==> src/rtl/fetch_pkg.sv <==
// Shared types and constants for the instruction fetch unit.
package fetch_pkg;

    typedef enum logic [1:0] {
        IDLE = 2'd0,
        RUN  = 2'd1,
        HALT = 2'd2
    } fetch_state_t;

    localparam int unsigned INSN_BYTES       = 4;
    localparam logic [31:0] DEFAULT_RESET_PC = 32'd0;
    localparam logic [31:0] DEFAULT_PROG_END = 32'd40;

endpackage

==> src/rtl/fetch_out_stage.sv <==
// Single-entry valid/ready output register between fetch and decode.
module fetch_out_stage
    import fetch_pkg::*;
#(
    parameter int unsigned DATA_WIDTH    = 32,
    parameter int unsigned ADDRESS_WIDTH = 32
) (
    input  logic                     clk,
    input  logic                     rst_n,
    input  logic                     load_i,
    input  logic                     flush_i,
    input  logic [DATA_WIDTH-1:0]    instr_i,
    input  logic [ADDRESS_WIDTH-1:0] pc_i,
    input  logic                     ready_i,
    output logic                     valid_o,
    output logic [DATA_WIDTH-1:0]    instr_o,
    output logic [ADDRESS_WIDTH-1:0] pc_o
);

    logic                     valid_q, valid_d;
    logic [DATA_WIDTH-1:0]    instr_q, instr_d;
    logic [ADDRESS_WIDTH-1:0] pc_q, pc_d;

    // Flush wins over load; an accepted word with no replacement empties the slot.
    always_comb begin
        valid_d = valid_q;
        instr_d = instr_q;
        pc_d    = pc_q;
        if (flush_i) begin
            valid_d = 1'b0;
        end else if (load_i) begin
            valid_d = 1'b1;
            instr_d = instr_i;
            pc_d    = pc_i;
        end else if (ready_i) begin
            valid_d = 1'b0;
        end
    end

    always_ff @(posedge clk or negedge rst_n) begin
        if (!rst_n) begin
            valid_q <= 1'b0;
            instr_q <= '0;
            pc_q    <= '0;
        end else begin
            valid_q <= valid_d;
            instr_q <= instr_d;
            pc_q    <= pc_d;
        end
    end

    assign valid_o = valid_q;
    assign instr_o = instr_q;
    assign pc_o    = pc_q;

endmodule

==> src/rtl/fetch_unit.sv <==
// Program counter, fetch FSM and output stage feeding decode.
// Optional macro FETCH_MISALIGN_CHECK_EN: misaligned redirect raises a sticky fault and halts.
module fetch_unit
    import fetch_pkg::*;
#(
    parameter int unsigned            DATA_WIDTH    = 32,
    parameter int unsigned            ADDRESS_WIDTH = 32,
    parameter logic [ADDRESS_WIDTH-1:0] RESET_PC    = ADDRESS_WIDTH'(DEFAULT_RESET_PC),
    parameter logic [ADDRESS_WIDTH-1:0] PROG_END    = ADDRESS_WIDTH'(DEFAULT_PROG_END)
) (
    input  logic                     clk,
    input  logic                     rst_n,
    input  logic                     start,
    output logic [ADDRESS_WIDTH-1:0] imem_addr,
    input  logic [DATA_WIDTH-1:0]    imem_instr,
    input  logic                     redirect_valid,
    input  logic [ADDRESS_WIDTH-1:0] redirect_pc,
    output logic                     out_valid,
    input  logic                     out_ready,
    output logic [DATA_WIDTH-1:0]    out_instr,
    output logic [ADDRESS_WIDTH-1:0] out_pc,
    output logic                     halted,
    output logic                     fault
);

    fetch_state_t             state_q, state_d;
    logic [ADDRESS_WIDTH-1:0] pc_q, pc_d;
    logic                     load, flush, slot_free;
    logic [ADDRESS_WIDTH-1:0] aligned_target;
    logic                     fault_d;
    logic                     fault_q;

    assign slot_free      = !out_valid || out_ready;
    assign aligned_target = redirect_pc & ~ADDRESS_WIDTH'(3);

    // Redirect takes priority over both fetch and the end-of-program check.
    always_comb begin
        state_d = state_q;
        pc_d    = pc_q;
        fault_d = fault_q;
        load    = 1'b0;
        flush   = 1'b0;
        unique case (state_q)
            IDLE: begin
                if (start) state_d = RUN;
            end
            RUN, HALT: begin
                if (redirect_valid) begin
                    flush = 1'b1;
`ifdef FETCH_MISALIGN_CHECK_EN
                    if (redirect_pc[1:0] != 2'b00) begin
                        fault_d = 1'b1;
                        state_d = HALT;
                    end else begin
                        pc_d    = redirect_pc;
                        state_d = RUN;
                    end
`else
                    pc_d    = aligned_target;
                    state_d = RUN;
`endif
                end else if (state_q == RUN) begin
                    if (pc_q == PROG_END) begin
                        state_d = HALT;
                    end else if (slot_free) begin
                        load = 1'b1;
                        pc_d = pc_q + ADDRESS_WIDTH'(INSN_BYTES);
                    end
                end
            end
            default: state_d = IDLE;
        endcase
    end

    always_ff @(posedge clk or negedge rst_n) begin
        if (!rst_n) begin
            state_q <= IDLE;
            pc_q    <= RESET_PC;
            fault_q <= 1'b0;
        end else begin
            state_q <= state_d;
            pc_q    <= pc_d;
            fault_q <= fault_d;
        end
    end

    fetch_out_stage #(
        .DATA_WIDTH   (DATA_WIDTH),
        .ADDRESS_WIDTH(ADDRESS_WIDTH)
    ) u_out_stage (
        .clk    (clk),
        .rst_n  (rst_n),
        .load_i (load),
        .flush_i(flush),
        .instr_i(imem_instr),
        .pc_i   (pc_q),
        .ready_i(out_ready),
        .valid_o(out_valid),
        .instr_o(out_instr),
        .pc_o   (out_pc)
    );

    assign imem_addr = pc_q;
    assign halted    = (state_q == HALT);
`ifdef FETCH_MISALIGN_CHECK_EN
    assign fault     = fault_q;
`else
    assign fault     = 1'b0 & fault_q;
`endif

endmodule

==> config.mk <==
export PLATFORM = sky130hd
export DESIGN_NAME = fetch_unit
export DESIGN_NICKNAME = d
export VERILOG_FILES = /design/src/rtl/fetch_pkg.sv /design/src/rtl/fetch_out_stage.sv /design/src/rtl/fetch_unit.sv
export SDC_FILE = /design/constraint.sdc
export NUM_CORES = 1
export LEC_CHECK = 0
export ABC_AREA = 1
export BUFFER_PORTS_ARGS = -buffer_cell sky130_fd_sc_hd__buf_4
export CAP_MARGIN = 20
export CORE_ASPECT_RATIO = 1.2
export CORE_MARGIN = 3
export CORE_UTILIZATION = 51
export DETAILED_ROUTE_END_ITERATION = 7
export MAX_ROUTING_LAYER = met4
export PLACE_DENSITY = 0.8
export REMOVE_ABC_BUFFERS = 1
export SLEW_MARGIN = 10
export SYNTH_ARGS = -nofsm -noshare
export SYNTH_HDL_FRONTEND = slang
export SYNTH_SLANG_ARGS = --single-unit
==> constraint.sdc <==
create_clock -name clk -period 2.1 [get_ports clk]
set_clock_uncertainty 0.2 [all_clocks]
set_input_delay 0.42 -clock clk [delete_from_list [all_inputs] [get_ports clk]]
set_output_delay 0.42 -clock clk [all_outputs]
set_load 0.01 [all_outputs]
==> results_dict.tcl, run 1 <==
set metrics [dict create \
    slew_headroom 0.657 \
    holdPathStages 3 \
    place.port_buffers 160 \
    total_switching_power_w 0.00450 \
    clock_transition_time_at_the_flip_flop_clock_pins_of_the_worst_setup_and_hold_paths_ps 60 \
    detailed_place.area_um2 6610 \
    pwr-share-seq 0.309 \
    drt_pass1_iterations 5 \
    drc 0 \
    status "complete, no violations" \
    min_from "imem_instr[30]" \
    clkLatencyLatePin_ps 350 \
    total_leakage_power_nw 3.72 \
    finalNetCount 969 \
    place_hpwl_um 11700 \
    layout.cells.most_common_list "nand2_1 (302), buf_4 (190), dfrtp_1 (95)" \
    floorplan.die.height_um 116 \
    synthesis.area_per_instance_um2 7.28 \
    finalHoldViolations 0 \
    routed_via_density 5.26 \
    post_synth_instance_area_um2 5140 \
    max_cap_viol_count 0 \
    cts-htree-levels 3 \
    worst_ep_arrival_ps 2110 \
    num_vias 5367 \
    top_level_ports 168 \
    yosysTopAreaCell "dfrtp_1" \
    rr_startpoint "imem_addr[2]$_DFFE_PN0P_" \
    power.ir.vdd_worst_mv 0.985 \
    die_w_um 97.6 \
    wl_um 16700 \
    antenna_cells 0 \
    ctsLongestPathBuffers 2 \
    timing.critical_path.to_type "flip-flop" \
    globalplace.congestion 0.934 \
    yosys.area.top_type_share 0.463 \
    power_frac_clock 0.149 \
    fraction_of_synthesized_area_in_multiplexers 0 \
    synth.yosys.seq_area_share 0.463 \
    period_minus_slack_ps 2030 \
    critical_path.max_fanout 13 \
    drtIter0Drc 321 \
    xor_xnor_cell_area_share_of_the_yosys_netlist 0.00682 \
    r2r_end "u_out_stage.instr_o[19]$_DFFE_PN0P_" \
    pwr_density_cell_nw_per_um2 1500 \
    starting_density_of_the_core 0.532 \
    netlist_top_cells_area "dfrtp_1 (46%), nand2_1 (22%), nand3_1 (7.8%)" \
    yosysWarnings 0 \
    finalMaxSlewViolations 0 \
    layout_worst_path_cycle_share 0.966 \
    final_design_area_no_fill_um2 7100 \
    num_cts_buffers 9 \
    synth_compound_area_frac 0.0597 \
    clock_root_buffer "clkbuf_16" \
    timing.reg2reg.worst_path_depth 12 \
    postRouteAntennaNets 0 \
    largest_net_degree_at_the_start_of_global_routing 96 \
    setup_viol_count_final 0 \
    antenna_found_initial 0 \
    layout.cells.most_common "nand2_1" \
    core_um2 9660 \
    synthesized_instance_count 706 \
    ys_ff_latch 95 \
    type_of_the_tightest_min_delay_check "in2reg" \
    worst_hold_slack_ps 71.5 \
    rsz0062_at_grt "true" \
    grt_pass1_vias 5093 \
    path_class "reg2reg" \
    switching_share 0.424 \
    design.die.area_um2 11300 \
    synth_top_family_by_area "simple AND/OR/NAND/NOR gates" \
    wire_per_inst_um 16.4 \
    cts_tree "done" \
    min_to "u_out_stage.instr_o[30]$_DFFE_PN0P_" \
    transition_time_of_the_tightest_slew_check_pin_ps 514 \
    drive_above_1_share 0.301 \
    clock-sinks 95 \
    area.growth.synth_to_final_pct 38.1 \
    share_of_synthesized_cell_area_in_full_adder_half_adder_and_majority_cells 0.0170 \
    power.share.combinational 0.542 \
    regToRegSetupSlack_ps 70 \
    p_int_w 0.00611 \
    start_kind "flip-flop" \
    synth_simple_gate_area_share 0.380 \
    core.rowCount 39 \
    fmaxAchievable_mhz 493 \
    globalRouteOverflowTotal 0 \
    grt_pass1_wl_um 25500 \
    worst-endpoint-required_ps 2180 \
    synth_cell_type_count 25 \
    grtUsageTotal 0.290 \
]
[per-stage QoR]
step	util	setup slack (ps)	cells	power, W	setup TNS, ps
after floorplan	-	-1130	678	0.00591	-74610
after global placement	0.684	63.5	997	0.00847	0
after detailed placement	0.684	-69.5	997	0.00866	-1400
after CTS	0.715	44.2	1014	0.0103	0
final	0.734	71.2	1021	0.0106	0
after global routing	0.734	-64.2	1021	0.0114	-356
[how the worst max path moves through the flow]
stage,startpoint,end,cells past startpoint
after global placement,state_q[1]$_DFFE_PN0P_,u_out_stage.instr_o[10]$_DFFE_PN0P_,8
after floorplan,imem_addr[2]$_DFFE_PN0P_,u_out_stage.instr_o[0]$_DFFE_PN0P_,11
after global routing,imem_addr[2]$_DFFE_PN0P_,imem_addr[28]$_DFFE_PN0P_,11
after detailed placement,state_q[1]$_DFFE_PN0P_,u_out_stage.instr_o[29]$_DFFE_PN0P_,8
final,imem_addr[2]$_DFFE_PN0P_,u_out_stage.instr_o[19]$_DFFE_PN0P_,12
after CTS,imem_addr[2]$_DFFE_PN0P_,imem_addr[20]$_DFFE_PN0P_,12
[routing by layer]
metal,wire length (um),GRT usage
met2,8450,0.485
met5,0,-
met4,297,0.0868
met3,1310,0.0488
met1,6670,0.364
[final cells by class]
type	count	area [um2]
clock inverter	4	28.8
timing repair buffer	204	1690
multi-input combinational	542	2430
inverter	41	161
clock buffer	12	256
fill	773	2570
tap	123	154
sequential	95	2380
[sequential cells by signal, indices dropped and copies added (netlist names)]
signal	count
u_out_stage.instr_o	32
imem_addr	30
u_out_stage.pc_o	30
state_q	2
u_out_stage.valid_o	1
[cell families after synthesis]
kind of cell             after synthesis
AND/OR/NAND/NOR                      476
flip-flops                            95
buffers and inverters                 73
AO/OA/AOI/OAI                         50
adder cells (fa/ha/maj)                7
XOR/XNOR                               4
other                                  1
[cells in the mapped netlist (all sizes together)]
master  instances
a21oi           1
a31oi           3
buf            25
clkbuf          7
clkinv          1
conb            1
dfrtp          95
ha              7
inv            40
nand2         306
nand3          81
nand4           4
nor2           68
o21ai          46
or2            17
xor2            4
[repair_timing]
action	CTS	global route
cloned	0	6
hold buffers	1	0
setup buffers	0	1
pin swaps	0	2
setup endpoints to repair	33	76
gates resized for setup	1	15
endpoints found under the hold margin	95	0
[power by group through the flow]
| stage | Sequential, W | Combinational [W] | Clock, W |
|---|---|---|---|
| CTS | 0.00327 | 0.00540 | 0.00160 |
| global placement | 0.00325 | 0.00522 | 0 |
| floorplan | 0.00373 | 0.00218 | 0 |
| detailed placement | 0.00329 | 0.00537 | 0 |
| global route | 0.00339 | 0.00634 | 0.00169 |
| finish | 0.00328 | 0.00575 | 0.00159 |
[worst max-delay path, stage by stage (launching register included)]
cell     delay [ps]
dfrtp_1         400
inv_1           100
ha_1            160
nand2_1          60
nor2_1           90
nand2_1         120
nor2_2          140
nand2_2          90
nand3_4         110
buf_12          170
buf_8           180
nand2_1          70
nand2_1          80
Power figures use the tool's default switching activity.
==> inputs of run 2 (changes only) <==
- CORE_UTILIZATION: 51 -> 55
- PLACE_DENSITY: 0.8 -> 0.86
- clock period: 2.1 -> 2.5 ns (I/O delays scaled with it)
==> run 2 against run 1 <==
Against the previous run: core utilization down 0.24 points; combinational power down 27%; register-to-register slack better by 250 ps; largest power group unchanged; critical endpoint is now u_out_stage.instr_o[6]$_DFFE_PN0P_; highest routed layer unchanged; die area down 6.9%.
==> results_dict.tcl, run 2 (synthesis results as in run 1) <==
set metrics [dict create \
    transition_time_of_the_tightest_slew_check_pin_ps 510 \
    drc 0 \
    timing.critical_path.buf_inv 1 \
    crit_path_frequent_cell "nand2_1" \
    status "complete, no violations" \
    floorplan.die.height_um 112 \
    grtUsageTotal 0.298 \
    place.port_buffers 160 \
    period_minus_slack_ps 2180 \
    wire_per_inst_um 15.0 \
    finalHoldViolations 0 \
    postRouteAntennaNets 0 \
    globalRouteOverflowTotal 0 \
    min_to "u_out_stage.instr_o[18]$_DFFE_PN0P_" \
    fillCellCount 750 \
    cp_top_family "simple AND/OR/NAND/NOR gates" \
    rr_startpoint "imem_addr[3]$_DFFE_PN0P_" \
    routed_via_density 5.18 \
    cts_tree "done" \
    finalNetCount 946 \
    core.rowCount 38 \
    top_level_ports 168 \
    power.ir.vdd_worst_mv 0.747 \
    finish.utilization 0.732 \
    max_cap_viol_count 0 \
    num_cts_buffers 9 \
    slew_headroom 0.660 \
    cell_with_the_biggest_individual_delay_on_the_critical_path "dfrtp_1" \
    min_from "imem_instr[18]" \
    regToRegSetupSlack_ps 320 \
    design.die.area_um2 10500 \
    clkLatencyLatePin_ps 370 \
    totalNegativeSetupSlack_ps 0 \
    place_hpwl_um 11500 \
    starting_density_of_the_core 0.566 \
    wl_um 14900 \
    type_of_the_tightest_min_delay_check "in2reg" \
    layout.cells.most_common "nand2_1" \
    cts-htree-levels 3 \
    r2r_end "u_out_stage.instr_o[6]$_DFFE_PN0P_" \
    start_kind "flip-flop" \
    core_um2 9080 \
    grt_pass1_wl_um 23900 \
    clock-sinks 95 \
    pwr_density_cell_nw_per_um2 1200 \
    die_w_um 94.2 \
    path_class "reg2reg" \
    antenna_found_initial 0 \
    largest_net_degree_at_the_start_of_global_routing 42 \
    layout.cells.most_common_list "nand2_1 (305), buf_4 (178), dfrtp_1 (95)" \
    largest_register_ffs 32 \
    num_vias 5152 \
    timing.reg2reg.worst_path_depth 10 \
    drive_above_1_share 0.276 \
    area.growth.synth_to_final_pct 29.4 \
    clock_root_buffer "clkbuf_8" \
    dpl_ws_ps 210 \
    clock_transition_time_at_the_flip_flop_clock_pins_of_the_worst_setup_and_hold_paths_ps 90 \
    worst-endpoint-required_ps 2600 \
    worst_ep_arrival_ps 2280 \
    timing.critical_path.to_type "flip-flop" \
    drt_pass1_iterations 5 \
    drtIter0Drc 256 \
    antenna_cells 0 \
    post_cts_buffers 0 \
    globalplace.congestion 0.920 \
    fmaxAchievable_mhz 458 \
    crit_path_cell_trace "ha_1 > nand2_1 > nor2_1 > nand2_1 > nor2_1 > nand2_1 > nand3_4 > inv_2 > nand2_1 > nand2_1" \
    slowest_delay_ps 480 \
    layout_worst_path_cycle_share 0.873 \
    holdPathStages 3 \
    critical_path.max_fanout 33 \
    grt_pass1_vias 4976 \
    setup_viol_count_final 0 \
    ctsLongestPathBuffers 2 \
    finalMaxSlewViolations 0 \
    rsz0062_at_grt "false" \
    total_leakage_power_nw 3.49 \
    setup_ws_ps 317 \
]
[run 2: cell count changes in the layout (fill, tap and decap cells not counted), moves of 2 or more]
cell	previous run	this run
buf_8	2	0
nor2_1	63	66
nor2_2	5	2
buf_6	2	0
buf_4	190	178
nand2_1	302	305
clkbuf_8	2	10
buf_12	5	2
nand2_2	3	1
clkbuf_16	13	0
[run 2: area by class of cell]
class	instances	area [um2]	area share
Clock buffer	10	138	0.0207
Clock inverter	5	33.8	0.00508
Inverter	41	154	0.0232
Multi-Input combinational cell	542	2410	0.362
Sequential cell	95	2380	0.358
Tap cell	120	150	0.0226
Timing Repair Buffer	181	1390	0.209
[run 2: stage by stage]
step                      hold WS [ps]  total power, W  instance area (um2)  cells
after floorplan                   4.41         0.00496                 4930    678
after global placement             264         0.00688                 6460    978
after detailed placement           267         0.00705                 6460    978
after CTS                          115         0.00797                 6650    994
after global routing               112         0.00859                 6650    994
final                              129         0.00795                 6650    994
[run 2: repair_timing]
item | in CTS | in global routing
gates resized for setup | 0 | 1
endpoints found under the setup margin | 0 | 4
hold buffers | 1 | 0
hold endpoints to repair | 36 | 0
[run 2: routing by layer]
metal | share of wire | up-vias | GRT usage
met1 | 0.39 | 2375 | 0.348
li1 | - | 2529 | -
met4 | 0.021 | 0 | 0.102
met2 | 0.50 | 222 | 0.508
met5 | 0 | - | -
met3 | 0.081 | 26 | 0.0581
[run 2: how the worst max path moves through the flow]
stage	startpoint	depth (start not counted)	slack (ps)	to
4_1_cts	imem_addr[3]$_DFFE_PN0P_	11	220	imem_addr[31]$_DFFE_PN0P_
2_1_floorplan	redirect_valid	5	-750	u_out_stage.instr_o[0]$_DFFE_PN0P_
6_report	imem_addr[3]$_DFFE_PN0P_	10	320	u_out_stage.instr_o[6]$_DFFE_PN0P_
3_5_place_dp	imem_addr[3]$_DFFE_PN0P_	11	210	imem_addr[25]$_DFFE_PN0P_
5_1_grt	imem_addr[3]$_DFFE_PN0P_	11	110	imem_addr[20]$_DFFE_PN0P_
3_3_place_gp	imem_addr[3]$_DFFE_PN0P_	11	290	imem_addr[20]$_DFFE_PN0P_
[run 2: worst min-delay path: cells and delay by family]
family	cells	cell delay [ps]
buffers and inverters	1	80
and+or+nand+nor	2	80
[run 2: power by group]
group	total, W	internal, W	leakage (nW)	switching (W)
Sequential	0.00285	0.00224	1.20	0.000608
Combinational	0.00418	0.00179	2.20	0.00238
Clock	0.000922	0.000383	0.0845	0.000538
==> inputs of run 3 (changes only) <==
- CORE_UTILIZATION: 55 -> 30
- PLACE_DENSITY: 0.86 -> 0.52
==> run 3 against run 2 <==
Against the previous run: total power grew 5.0%; register-to-register slack about the same; via count is 3.2% lower; design area increased by 3.8%; sequential cell count unchanged; global-route usage is 11 points lower; fmax about the same; clock power rose by 45%; core utilization is 31 points lower; critical path type unchanged.
==> results_dict.tcl, run 3 (synthesis results as in run 1) <==
set metrics [dict create \
    largest_net_degree_at_the_start_of_global_routing 56 \
    cts-htree-levels 3 \
    finalMaxSlewViolations 0 \
    transition_time_of_the_tightest_slew_check_pin_ps 595 \
    detailed_place.area_um2 6600 \
    clock_transition_time_at_the_flip_flop_clock_pins_of_the_worst_setup_and_hold_paths_ps 70 \
    grtUsageTotal 0.183 \
    rsz0062_at_grt "false" \
    start_kind "flip-flop" \
    num_cts_buffers 9 \
    setup_viol_count_final 0 \
    clkLatencyLatePin_ps 350 \
    top_level_ports 168 \
    postRouteAntennaNets 0 \
    type_of_the_tightest_min_delay_check "in2reg" \
    dpl_ws_ps 325 \
    place.port_buffers 160 \
    totalNegativeSetupSlack_ps 0 \
    design.die.area_um2 18700 \
    slew_headroom 0.603 \
    max_cap_viol_count 0 \
    globalRouteOverflowTotal 0 \
    routed_via_density 4.58 \
    antenna_cells 0 \
    drtIter0Drc 282 \
    timing.reg2reg.worst_path_depth 8 \
    grt_pass1_wl_um 26400 \
    fmaxAchievable_mhz 458 \
    worst-endpoint-required_ps 2590 \
    clock_root_buffer "clkbuf_16" \
    critical_path.max_fanout 33 \
    worst_hold_slack_ps 142 \
    die_w_um 125 \
    area.growth.synth_to_final_pct 34.3 \
    min_to "u_out_stage.instr_o[22]$_DFFE_PN0P_" \
    wl_um 16300 \
    cts_tree "done" \
    layout.cells.most_common "nand2_1" \
    path_class "reg2reg" \
    timing.critical_path.to_type "flip-flop" \
    core_um2 16500 \
    drive_above_1_share 0.277 \
    holdPathStages 3 \
    place_hpwl_um 12400 \
    finish.utilization 0.417 \
    pwr_density_cell_nw_per_um2 1210 \
    wire_per_inst_um 15.0 \
    post_cts_resize_count 0 \
    antenna_found_initial 0 \
    worst_ep_arrival_ps 2270 \
    grt_pass1_vias 4878 \
    globalplace.congestion 0.900 \
    floorplan.die.height_um 149 \
    finalNetCount 949 \
    min_from "imem_instr[22]" \
    final_design_area_no_fill_um2 6900 \
    post_cts_buffers 0 \
    starting_density_of_the_core 0.311 \
    layout.cells.most_common_list "nand2_1 (306), buf_4 (181), dfrtp_1 (95)" \
    num_vias 4988 \
    layout_worst_path_cycle_share 0.873 \
    regToRegSetupSlack_ps 320 \
    core.rowCount 51 \
    status "complete, no violations" \
    ctsLongestPathBuffers 2 \
    period_minus_slack_ps 2180 \
    setup_ws_ps 317 \
    finalHoldViolations 0 \
    total_leakage_power_nw 3.56 \
    drt_pass1_iterations 5 \
    drc 0 \
    r2r_end "u_out_stage.instr_o[17]$_DFFE_PN0P_" \
    power.ir.vdd_worst_mv 0.512 \
    clock-sinks 95 \
    rr_startpoint "state_q[0]$_DFFE_PN0P_" \
    largest_register_ffs 32 \
]
[run 3: changes by cell type in the layout (fill, tap and decap cells not counted)]
cell / before / now
clkbuf_16: 0 / 9
clkbuf_8: 10 / 2
buf_4: 178 / 181
clkinv_4: 0 / 2
clkbuf_1: 0 / 1
clkinv_2: 2 / 1
clkinvlp_4: 2 / 1
inv_6: 1 / 0
nand2_1: 305 / 306
nand2_2: 1 / 0
[run 3: metrics by stage]
step / instances / power [W]
after floorplan: 678 / 0.00496
after global placement: 1073 / 0.00705
after detailed placement: 1073 / 0.00710
after CTS: 1090 / 0.00849
after global routing: 1090 / 0.00910
final: 1090 / 0.00834
[run 3: worst max path at each step]
stage / startpoint / slack [ps] / end
global route: state_q[0]$_DFFE_PN0P_ / 90 / u_out_stage.instr_o[30]$_DFFE_PN0P_
detailed placement: state_q[0]$_DFFE_PN0P_ / 330 / u_out_stage.instr_o[17]$_DFFE_PN0P_
finish: state_q[0]$_DFFE_PN0P_ / 320 / u_out_stage.instr_o[17]$_DFFE_PN0P_
global placement: state_q[0]$_DFFE_PN0P_ / 320 / u_out_stage.instr_o[15]$_DFFE_PN0P_
floorplan: redirect_valid / -750 / u_out_stage.instr_o[0]$_DFFE_PN0P_
CTS: state_q[0]$_DFFE_PN0P_ / 290 / u_out_stage.instr_o[17]$_DFFE_PN0P_
[run 3: where the power goes]
part | switching (W) | internal, W
logic | 0.00235 | 0.00178
registers | 0.000619 | 0.00225
clock network | 0.000609 | 0.000732
[run 3: per-layer routing]
metal | routed length [um] | up-vias | GRT usage
met5 | 0 | - | -
met4 | 229 | 0 | 0.0510
met3 | 923 | 18 | 0.0365
met2 | 7840 | 158 | 0.290
met1 | 7330 | 2263 | 0.239
li1 | - | 2549 | -
[run 3: area by class of cell]
| cell class | count | area (um2) |
|---|---|---|
| fill | 1801 | 9630 |
| multi-input combinational | 542 | 2410 |
| sequential | 95 | 2380 |
| timing repair buffer | 184 | 1410 |
| tap | 212 | 265 |
| clock buffer | 12 | 256 |
| inverter | 41 | 154 |
| clock inverter | 4 | 30.0 |
[run 3: repair_timing]
| item | 4_1_cts | 5_1_grt |
|---|---|---|
| endpoints found under the setup margin | 0 | 0 |
| hold endpoints to repair | 16 | 0 |
| hold buffers | 1 | 0 |
[run 3: worst max-delay path, cell delays in order, from the launching register on]
cell and delay [ps]:
dfrtp_1 410, inv_1 80, ha_1 330, nand2_1 60, nor2_1 230, nand3_4 140, inv_2 460, nand2_1 120
nand2_1 80
